**src/rtl/stepper_phase_decoder.sv**
```systemverilog
// -----------------------------------------------------------------------------
// stepper_phase_decoder
//
// Recovers the half-step state of a stepper motor by watching its four coil
// drive lines. Each line is synchronised, its PWM stripped by a retriggerable
// envelope detector, and the resulting 4-bit coil pattern is debounced before
// being decoded to a half-step index. A two-state tracker (IDLE / TRACK) turns
// successive indices into a signed position, a direction bit and a step
// strobe, and raises a sticky fault on illegal patterns or skipped steps.
//
// Optional feature (macro STEP_PERIOD_EN): measures the clock-cycle interval
// between counted steps on step_period. Without the macro, step_period is 0.
//
// Parameters:
//   PWM_WIN    envelope hold window in CLK cycles (must exceed PWM period)
//   STABLE_CYC cycles a pattern must hold before it is accepted
//   POS_W      position counter width
//
// Ports:
//   CLK          system clock (only clock)
//   RST          synchronous active-high reset
//   INA, INA2,
//   INB, INB2    coil drive lines, PWM-modulated, asynchronous to CLK
//   clr_fault    one-cycle pulse clearing fault (a simultaneous set wins)
//   pos          signed half-step position, wraps modulo 2^POS_W
//   dir          direction of last counted step (1 = forward)
//   step_pulse   one-cycle strobe per counted step
//   phase_idx    last accepted half-step index
//   idle         accepted pattern is all coils off
//   fault        sticky error flag
//   step_period  cycles between the last two counted steps (optional feature)
// -----------------------------------------------------------------------------
module stepper_phase_decoder #(
  parameter int PWM_WIN    = 300,
  parameter int STABLE_CYC = 512,
  parameter int POS_W      = 16
) (
  input  logic             CLK,
  input  logic             RST,
  input  logic             INA,
  input  logic             INA2,
  input  logic             INB,
  input  logic             INB2,
  input  logic             clr_fault,
  output logic [POS_W-1:0] pos,
  output logic             dir,
  output logic             step_pulse,
  output logic [2:0]       phase_idx,
  output logic             idle,
  output logic             fault,
  output logic [23:0]      step_period
);

  localparam int ENV_W  = $clog2(PWM_WIN + 1);
  localparam int STAB_W = $clog2(STABLE_CYC + 1);
  localparam logic [ENV_W-1:0]  ENV_RELOAD = ENV_W'(PWM_WIN);
  localparam logic [STAB_W-1:0] STAB_FULL  = STAB_W'(STABLE_CYC);
  localparam logic [STAB_W-1:0] STAB_LAST  = STAB_W'(STABLE_CYC - 1);

  typedef enum logic {
    ST_IDLE  = 1'b0,
    ST_TRACK = 1'b1
  } state_t;

  // Bit order of the pattern is {A, A2, B, B2}.
  logic [3:0] coil_raw;
  logic [3:0] coil_on;

  assign coil_raw = {INA, INA2, INB, INB2};

  // ---------------------------------------------------------------------------
  // Per-coil synchroniser and envelope detector. A high sample reloads the
  // hold counter, so the coil reads "on" through the PWM off-time.
  // ---------------------------------------------------------------------------
  genvar gi;
  generate
    for (gi = 0; gi < 4; gi++) begin : g_coil
      logic             sync1_reg;
      logic             sync2_reg;
      logic [ENV_W-1:0] env_cnt_reg;

      always_ff @(posedge CLK) begin
        if (RST) begin
          sync1_reg   <= 1'b0;
          sync2_reg   <= 1'b0;
          env_cnt_reg <= '0;
        end else begin
          sync1_reg <= coil_raw[gi];
          sync2_reg <= sync1_reg;
          if (sync2_reg) begin
            env_cnt_reg <= ENV_RELOAD;
          end else if (env_cnt_reg != '0) begin
            env_cnt_reg <= env_cnt_reg - 1'b1;
          end
        end
      end

      assign coil_on[gi] = (env_cnt_reg != '0);
    end
  endgenerate

  // ---------------------------------------------------------------------------
  // Stability filter. The counter parks at STABLE_CYC so a held pattern is
  // accepted exactly once; any candidate change restarts it.
  // ---------------------------------------------------------------------------
  logic [3:0]        cand_reg;
  logic [STAB_W-1:0] stab_cnt_reg;
  logic              accept_now;

  assign accept_now = (coil_on == cand_reg) && (stab_cnt_reg == STAB_LAST);

  always_ff @(posedge CLK) begin
    if (RST) begin
      cand_reg     <= 4'b0000;
      stab_cnt_reg <= '0;
    end else if (coil_on != cand_reg) begin
      cand_reg     <= coil_on;
      stab_cnt_reg <= '0;
    end else if (stab_cnt_reg != STAB_FULL) begin
      stab_cnt_reg <= stab_cnt_reg + 1'b1;
    end
  end

  // Decode register: the accepted pattern, valid for one cycle.
  logic       acc_valid_reg;
  logic [3:0] acc_pat_reg;

  always_ff @(posedge CLK) begin
    if (RST) begin
      acc_valid_reg <= 1'b0;
      acc_pat_reg   <= 4'b0000;
    end else begin
      acc_valid_reg <= accept_now;
      acc_pat_reg   <= cand_reg;
    end
  end

  // ---------------------------------------------------------------------------
  // Pattern to half-step index.
  // ---------------------------------------------------------------------------
  logic [2:0] dec_idx;
  logic       dec_legal;
  logic       dec_zero;

  always_comb begin
    dec_idx   = 3'd0;
    dec_legal = 1'b1;
    dec_zero  = 1'b0;
    case (acc_pat_reg)
      4'b0001: dec_idx = 3'd0;
      4'b0101: dec_idx = 3'd1;
      4'b0100: dec_idx = 3'd2;
      4'b0110: dec_idx = 3'd3;
      4'b0010: dec_idx = 3'd4;
      4'b1010: dec_idx = 3'd5;
      4'b1000: dec_idx = 3'd6;
      4'b1001: dec_idx = 3'd7;
      4'b0000: begin
        dec_legal = 1'b0;
        dec_zero  = 1'b1;
      end
      default: dec_legal = 1'b0;
    endcase
  end

  // ---------------------------------------------------------------------------
  // Tracker FSM.
  // ---------------------------------------------------------------------------
  state_t           state_reg, state_next;
  logic [POS_W-1:0] pos_reg, pos_next;
  logic             dir_reg, dir_next;
  logic             step_reg, step_next;
  logic [2:0]       idx_reg, idx_next;
  logic             idle_reg, idle_next;
  logic             fault_reg, fault_next;
  logic             fault_set;
  logic [2:0]       idx_diff;

  // Modulo-8 distance: 1 is a forward step, 7 a reverse step, 2..6 a skip.
  assign idx_diff = dec_idx - idx_reg;

  always_ff @(posedge CLK) begin
    if (RST) begin
      state_reg <= ST_IDLE;
      pos_reg   <= '0;
      dir_reg   <= 1'b0;
      step_reg  <= 1'b0;
      idx_reg   <= 3'd0;
      idle_reg  <= 1'b1;
      fault_reg <= 1'b0;
    end else begin
      state_reg <= state_next;
      pos_reg   <= pos_next;
      dir_reg   <= dir_next;
      step_reg  <= step_next;
      idx_reg   <= idx_next;
      idle_reg  <= idle_next;
      fault_reg <= fault_next;
    end
  end

  always_comb begin
    state_next = state_reg;
    pos_next   = pos_reg;
    dir_next   = dir_reg;
    step_next  = 1'b0;
    idx_next   = idx_reg;
    idle_next  = idle_reg;
    fault_set  = 1'b0;

    if (acc_valid_reg) begin
      if (dec_zero) begin
        if (state_reg == ST_TRACK) begin
          state_next = ST_IDLE;
          idle_next  = 1'b1;
        end
      end else if (!dec_legal) begin
        fault_set = 1'b1;
      end else if (state_reg == ST_IDLE) begin
        // Entry only establishes the reference index; it never counts.
        state_next = ST_TRACK;
        idx_next   = dec_idx;
        idle_next  = 1'b0;
      end else if (idx_diff == 3'd1) begin
        pos_next  = pos_reg + 1'b1;
        dir_next  = 1'b1;
        idx_next  = dec_idx;
        step_next = 1'b1;
      end else if (idx_diff == 3'd7) begin
        pos_next  = pos_reg - 1'b1;
        dir_next  = 1'b0;
        idx_next  = dec_idx;
        step_next = 1'b1;
      end else if (idx_diff != 3'd0) begin
        // Skip: position is unknowable, so flag and resync the index.
        fault_set = 1'b1;
        idx_next  = dec_idx;
      end
    end

    // Set takes priority over a coincident clear.
    fault_next = fault_set | (fault_reg & ~clr_fault);
  end

  assign pos        = pos_reg;
  assign dir        = dir_reg;
  assign step_pulse = step_reg;
  assign phase_idx  = idx_reg;
  assign idle       = idle_reg;
  assign fault      = fault_reg;

  // ---------------------------------------------------------------------------
  // Optional step-interval measurement.
  // ---------------------------------------------------------------------------
`ifdef STEP_PERIOD_EN
  logic [23:0] period_cnt_reg;
  logic [23:0] step_period_reg;
  logic        idle_entry;
  logic        skip_fault;

  assign idle_entry = acc_valid_reg && dec_zero && (state_reg == ST_TRACK);
  assign skip_fault = acc_valid_reg && dec_legal && (state_reg == ST_TRACK) &&
                      (idx_diff != 3'd0) && (idx_diff != 3'd1) && (idx_diff != 3'd7);

  always_ff @(posedge CLK) begin
    if (RST) begin
      period_cnt_reg  <= 24'd0;
      step_period_reg <= 24'd0;
    end else if (step_next) begin
      // +1 counts the step cycle itself so the latched value is the full
      // edge-to-edge interval.
      step_period_reg <= (period_cnt_reg == 24'hFFFFFF) ? 24'hFFFFFF
                                                        : period_cnt_reg + 24'd1;
      period_cnt_reg  <= 24'd0;
    end else if (idle_entry || skip_fault) begin
      period_cnt_reg <= 24'd0;
    end else if (period_cnt_reg != 24'hFFFFFF) begin
      period_cnt_reg <= period_cnt_reg + 24'd1;
    end
  end

  assign step_period = step_period_reg;
`else
  assign step_period = 24'd0;
`endif

endmodule

```
**config.mk**
```make
export PLATFORM = sky130hd
export DESIGN_NAME = stepper_phase_decoder
export DESIGN_NICKNAME = d
export VERILOG_FILES = /design/src/rtl/stepper_phase_decoder.sv
export SDC_FILE = /design/constraint.sdc
export NUM_CORES = 1
export LEC_CHECK = 0
export ABC_AREA = 1
export BUFFER_PORTS_ARGS = -buffer_cell sky130_fd_sc_hd__buf_4
export CORE_UTILIZATION = 44
export DETAILED_ROUTE_END_ITERATION = 10
export PLACE_DENSITY_LB_ADDON = 0.12
export SKIP_LAST_GASP = 1
export SLEW_MARGIN = 10
export SYNTH_ARGS = -nofsm -noshare
export SYNTH_HDL_FRONTEND = slang
export SYNTH_SLANG_ARGS = --single-unit
```
**constraint.sdc**
```tcl
create_clock -name CLK -period 4.3 [get_ports CLK]
set_input_delay 0.43 -clock CLK [delete_from_list [all_inputs] [get_ports CLK]]
set_output_delay 0.43 -clock CLK [all_outputs]
set_load 0.02 [all_outputs]
```
After elaboration in Yosys (flattened, before gate mapping) --
Cells that the tools add are included.
Cells by class: add/subtract/negate cells 8, mux-type cells 34, eq/ne operators 17, reductions and logical operators 24, bitwise logic cells 7
Operators with widths (count):
- $mux 9 | 8
- $reduce_bool 9->1 | 4
- $sub 9x1->9 const B | 4
- $mux 16 | 2
- $pmux 3 s7 | 1
- $mux 1 | 19
- $add 16x1->16 const B | 1
- $sub 16x1->16 const B | 1
- $eq 4x3->1 const B | 3
- $eq 4x4->1 const B | 3
- $mux 3 | 4
- $reduce_bool 2->1 | 6
- $add 10x1->10 const B | 1
- $eq 10x9->1 const B | 1
- $ne 10x10->1 const B | 1
- $reduce_or 2->1 | 5
- $reduce_and 4->1 | 2
- $reduce_or 8->1 | 1
- $not 1->1 | 5
- $reduce_and 5->1 | 1
- $reduce_or 5->1 | 1
- $eq 4x1->1 const B | 1
- $eq 4x2->1 const B | 1
- $eq 4x4->1 | 1
- other kinds (13) | 13
Storage, ports and cells: register bits 87, output and inout port bits 47

Longest topological paths before layout --
word-level depth 12, gate-level depth with buffers 26, gate-level depth less buffers 26

Worst setup path before layout --
No wires, ideal clock.
path type reg-to-reg, start register acc_pat_reg[2], end register pos_reg[14] (netlist: pos[14]), stages on the path, launching flop included 26, slack 1105 ps, buffers on the path 0, setup time 109 ps, arrival 3086 ps, cells stage by stage dfxtp_1 -> nand2_1 -> nand2_1 -> inv_1 -> nand3_1 -> ha_1 -> fa_1 -> inv_1 -> nand2_1 -> nand2_1 -> inv_1 -> nand2_1 -> nand2_2 -> nand2_1 -> inv_1 -> fa_1 -> inv_1 -> nand3_1 -> nand2_1 -> nand3_1 -> nand2_1 -> nand3_1 -> nand3_1 -> nand3_1 -> nand2_1 -> inv_1
On the way: word-level cells in the longest chain between the ends 6
RTL lines:
- start, declared | RTL line 126 | logic [3:0] acc_pat_reg;
- start signal, assigned | RTL line 134 | acc_pat_reg <= cand_reg;
- $eq 4x4->1 (tied with other cells) | RTL line 149 | case (acc_pat_reg)
- $pmux 3 s7 | RTL line 149
- $sub 3x3->3 | RTL line 180 | assign idx_diff = dec_idx - idx_reg;
- $eq 3x1->1 or $eq 3x3->1 (tied branches) | RTL line 224, 229
- $reduce_bool 2->1 (no line)
- $reduce_and 5->1 (no line)
- end signal, assigned | RTL line 193 | pos_reg <= pos_next;
- end, declared | RTL line 170 | logic [POS_W-1:0] pos_reg, pos_next;
Parallel ways exist; a longest one is shown, timed or not. A chain may end at the register's enable or synchronous reset.

Final worst setup path --
start register acc_pat_reg[3], end register pos_reg[15] (netlist: pos[15])
Same word-level chain as after synthesis.

==> tab_implementation.tex <==
\begin{tabular}{lr}
\hline
Metric & Value \\
\hline
\multicolumn{2}{l}{\textbf{Run status}} \\
Outcome & completed \\
\multicolumn{2}{l}{\textbf{Run}} \\
Number of maximum-capacitance constraint violations & 0 \\
\multicolumn{2}{l}{\textbf{CTS}} \\
Hold\_buf cts & 0 \\
Clock latency on the worst-skew pair & 370 ps \\
Buffers from clock root to sink, at most & 2 \\
\# H-tree levels & 3 \\
TritonCTS clock tree & built \\
CTS root buffer & sky130\_fd\_sc\_hd\_\_clkbuf\_8 \\
Clock-pin slew on the worst setup and hold paths & 90 ps \\
Number of instances resized during post-cts repair & 0 \\
Inserted Clock Buffers & 9 \\
Post-CTS setup repair buffer count & 0 \\
Number of sinks on the clock net & 87 \\
\multicolumn{2}{l}{\textbf{Layout}} \\
Final net count & 723 \\
Commonest non-fill, non-tap cells in the layout & sky130\_fd\_sc\_hd\_\_nand2\_1, sky130\_fd\_sc\_hd\_\_inv\_1, sky130\_fd\_sc\_hd\_\_dfxtp\_1, sky130\_fd\_sc\_hd\_\_nor2\_1, sky130\_fd\_sc\_hd\_\_a21oi\_1 \\
Commonest non-fill, non-tap cell in the layout & sky130\_fd\_sc\_hd\_\_nand2\_1 \\
Multi-input logic area & 2450 µm² \\
Number of flip-flops in the largest register & 36 \\
Ratio of cells with drive above 1 in the final layout & 10.2\% \\
Number of antenna repair diodes & 0 \\
Number of fillers in the final layout & 1,062 \\
Growth of design area from synthesis to finish & 9.44\% \\
FF/Latch Area & 1740 µm² \\
\multicolumn{2}{l}{\textbf{Timing}} \\
Final Hold Fails & 0 \\
Number of pins exceeding their max-slew limit in the final report & 0 \\
Post-route worst setup slack & 507 ps \\
Max\_slew headroom & 54.8\% \\
Setup TNS & 0 ps \\
Setup repair after global routing missed its margin & no \\
Top achievable clock speed & 264 MHz \\
Time the worst path needs with I/O delays and setup & 3790 ps \\
Final Skew & 13.7 ps \\
Number of setup violations in the final report & 0 \\
Final clock period utilization by the worst path & 88.2\% \\
Actual transition at the worst max-transition pin & 676 ps \\
\multicolumn{2}{l}{\textbf{Worst hold path}} \\
Worst Hold Class & in2reg \\
Hold path start & INB \\
\multicolumn{2}{l}{\textbf{Synthesis}} \\
Post-synthesis instance area & 4730 µm² \\
Proportion of synthesized chip area in sequential cells & 36.8\% \\
Synth Area per Inst & 7.14 µm² \\
Cells after synthesis & 663 \\
Synth warn & 0 \\
Synthesis-stage register bit count & 87 \\
Synth cell types & 37 \\
\multicolumn{2}{l}{\textbf{Power}} \\
Net Sw Power & 1.15 mW \\
Fraction of power spent switching nets & 40.0\% \\
Static Leakage & 2.48 nW \\
Share of power burned in combinational logic & 38.9\% \\
Total power divided by cell area & 554 nW/µm² \\
Worst supply voltage drop on vdd & 0.309 mV \\
Internal Power & 1.72 mW \\
Sequential fraction of design power & 38.8\% \\
Clock share of power & 22.3\% \\
\multicolumn{2}{l}{\textbf{Setup path}} \\
Crit path max fanout & 18 \\
R2r worst-path depth & 23 \\
Worst Path Class, Setup & reg2reg \\
Arrival time at the worst endpoint & 4100 ps \\
Data required, critical path & 4610 ps \\
Capturing element of the worst setup path & pos[15] \\
Category of the worst setup path capture point & flip-flop \\
R2r setup slk & 510 ps \\
Timing startpoint of the critical path & acc\_pat\_reg[3] \\
Worst r2r dst & pos[15] \\
Critical R2R Launch & acc\_pat\_reg[3] \\
CP startpoint kind & flip-flop \\
\multicolumn{2}{l}{\textbf{Global routing}} \\
Number of antenna violations at the first check in global routing & 0 \\
Global-route wire length before repair & 15.8 mm \\
Pin count of the biggest net entering global routing & 47 \\
Global-route total usage across every layer & 17.6\% \\
Number of global-route vias before repair & 3,628 \\
Total overflow reported by the global router & 0 \\
\multicolumn{2}{l}{\textbf{Place}} \\
Dpl ws & 527 ps \\
Detailed Place HPWL & 6.65 mm \\
Number of port buffers & 29 \\
GP Congestion & 0.873 \\
\multicolumn{2}{l}{\textbf{Routing}} \\
Post-route antenna net violation count & 0 \\
Initial drt markers & 221 \\
Overall via count from detail\_route & 3,985 \\
First-pass detailed-route iteration total & 4 \\
DR vias/cell & 4.79 \\
Post-Route WL & 9.00 mm \\
Routed WL per cell & 10.8 µm \\
DRC errors left & 0 \\
\multicolumn{2}{l}{\textbf{Die}} \\
Std-Cell Core Area & 10,400 µm² \\
Area of the die & 11,200 µm² \\
Number of top-level pins & 54 \\
Effective utilization at floorplan & 45.6\% \\
Horizontal die dimension & 106 µm \\
Die Height & 106 µm \\
Site Rows & 37 \\
\hline
\end{tabular}
kinds of logic (layout without fill, tap and decap cells):
group                      Yosys count  after routing  share of synthesized area [%]
and+or+nand+nor                    287            287                           27.1
AOI/OAI and AO/OA                  105            105                           11.7
adders and majority gates           25             25                           6.93
other                                1             24                         0.0792
xor gates and xnor gates            22             22                           4.07
DFF                                 87             87                           36.8
buffers and inverters              136            146                           13.3
per-layer routing:
metal	vias up	global-route usage (%)	wire [µm]
li1	2135	-	-
met1	1773	21.8	4380
met2	63	28.7	4170
met4	0	8.53	183
met5	-	0	0
met3	14	3.83	269
stage by stage:
step / util (%) / std cells / hold WS (ps) / total power, mW / area (µm²)
floorplan: - / 686 / 388 / 2.07 / 4820
finish: 50.0 / 832 / 260 / 2.87 / 5180
CTS: 50.0 / 832 / 240 / 2.90 / 5180
global placement: 47.8 / 816 / 390 / 2.22 / 4960
global route: 50.0 / 832 / 264 / 3.12 / 5180
detailed placement: 47.8 / 816 / 395 / 2.25 / 4960
power by group through the flow:
| stage | Sequential, mW | Combinational, mW | Clock [mW] |
|---|---|---|---|
| global route | 1.14 | 1.30 | 0.689 |
| CTS | 1.11 | 1.13 | 0.662 |
| detailed placement | 1.13 | 1.12 | 0 |
| global placement | 1.13 | 1.09 | 0 |
| floorplan | 1.10 | 0.968 | 0 |
| finish | 1.11 | 1.12 | 0.638 |
worst min path at each step:
stage                                     end  slack (ps)  cells past startpoint
after global routing      g_coil[1].sync1_reg         260                      3
after CTS                 g_coil[2].sync1_reg         240                      3
final                     g_coil[1].sync1_reg         260                      3
after floorplan           g_coil[0].sync2_reg         390                      2
after global placement    g_coil[2].sync2_reg         390                      2
after detailed placement  g_coil[2].sync2_reg         390                      2
layout make-up:
cell class	instances	area share (%)
Tap cell	136	3.29
Clock inverter	6	1.62
Timing Repair Buffer	29	4.20
Sequential cell	87	33.6
Multi-Input combinational cell	463	47.3
Clock buffer	10	2.66
Inverter	101	7.32
cells in the mapped netlist, drive strengths merged:
library cell,n,area (µm²)
nand3,37,190
nor3b,1,7.51
a21boi,1,7.51
nor3,14,70.1
a21oi,51,255
o21ai,37,185
o21bai,1,7.51
nand2,118,458
fa,2,40.0
a31oi,11,68.8
nand3b,2,31.3
or2,1,6.26
buf,29,226
conb,1,3.75
dfxtp,87,1740
a211oi,1,7.51
clkbuf,6,22.5
ha,23,288
nand4,16,106
xor2,14,123
inv,101,379
and2,1,6.26
xnor2,8,70.1
a21o,2,15.0
o211ai,1,7.51
nor2,97,409
worst max-delay path: stages, from the launching register on:
cell and delay [ps]:
sky130_fd_sc_hd__dfxtp_1 340, sky130_fd_sc_hd__inv_1 70, sky130_fd_sc_hd__nand2_1 60, sky130_fd_sc_hd__o21ai_0 280
sky130_fd_sc_hd__inv_1 120, sky130_fd_sc_hd__fa_1 440, sky130_fd_sc_hd__inv_1 70, sky130_fd_sc_hd__nand2_1 50
sky130_fd_sc_hd__nand2_1 80, sky130_fd_sc_hd__nand3_1 130, sky130_fd_sc_hd__nand2_2 130, sky130_fd_sc_hd__nand2_1 420
sky130_fd_sc_hd__ha_1 550, sky130_fd_sc_hd__nand2_1 150, sky130_fd_sc_hd__inv_1 60, sky130_fd_sc_hd__nand2_1 70
sky130_fd_sc_hd__nand2_1 60, sky130_fd_sc_hd__a21oi_1 200, sky130_fd_sc_hd__nand2_1 80, sky130_fd_sc_hd__nand2_1 60
sky130_fd_sc_hd__nand3_1 110, sky130_fd_sc_hd__nand2_1 90, sky130_fd_sc_hd__nand2_1 50, sky130_fd_sc_hd__nor2_1 90
(Power assumes the default switching activity.)
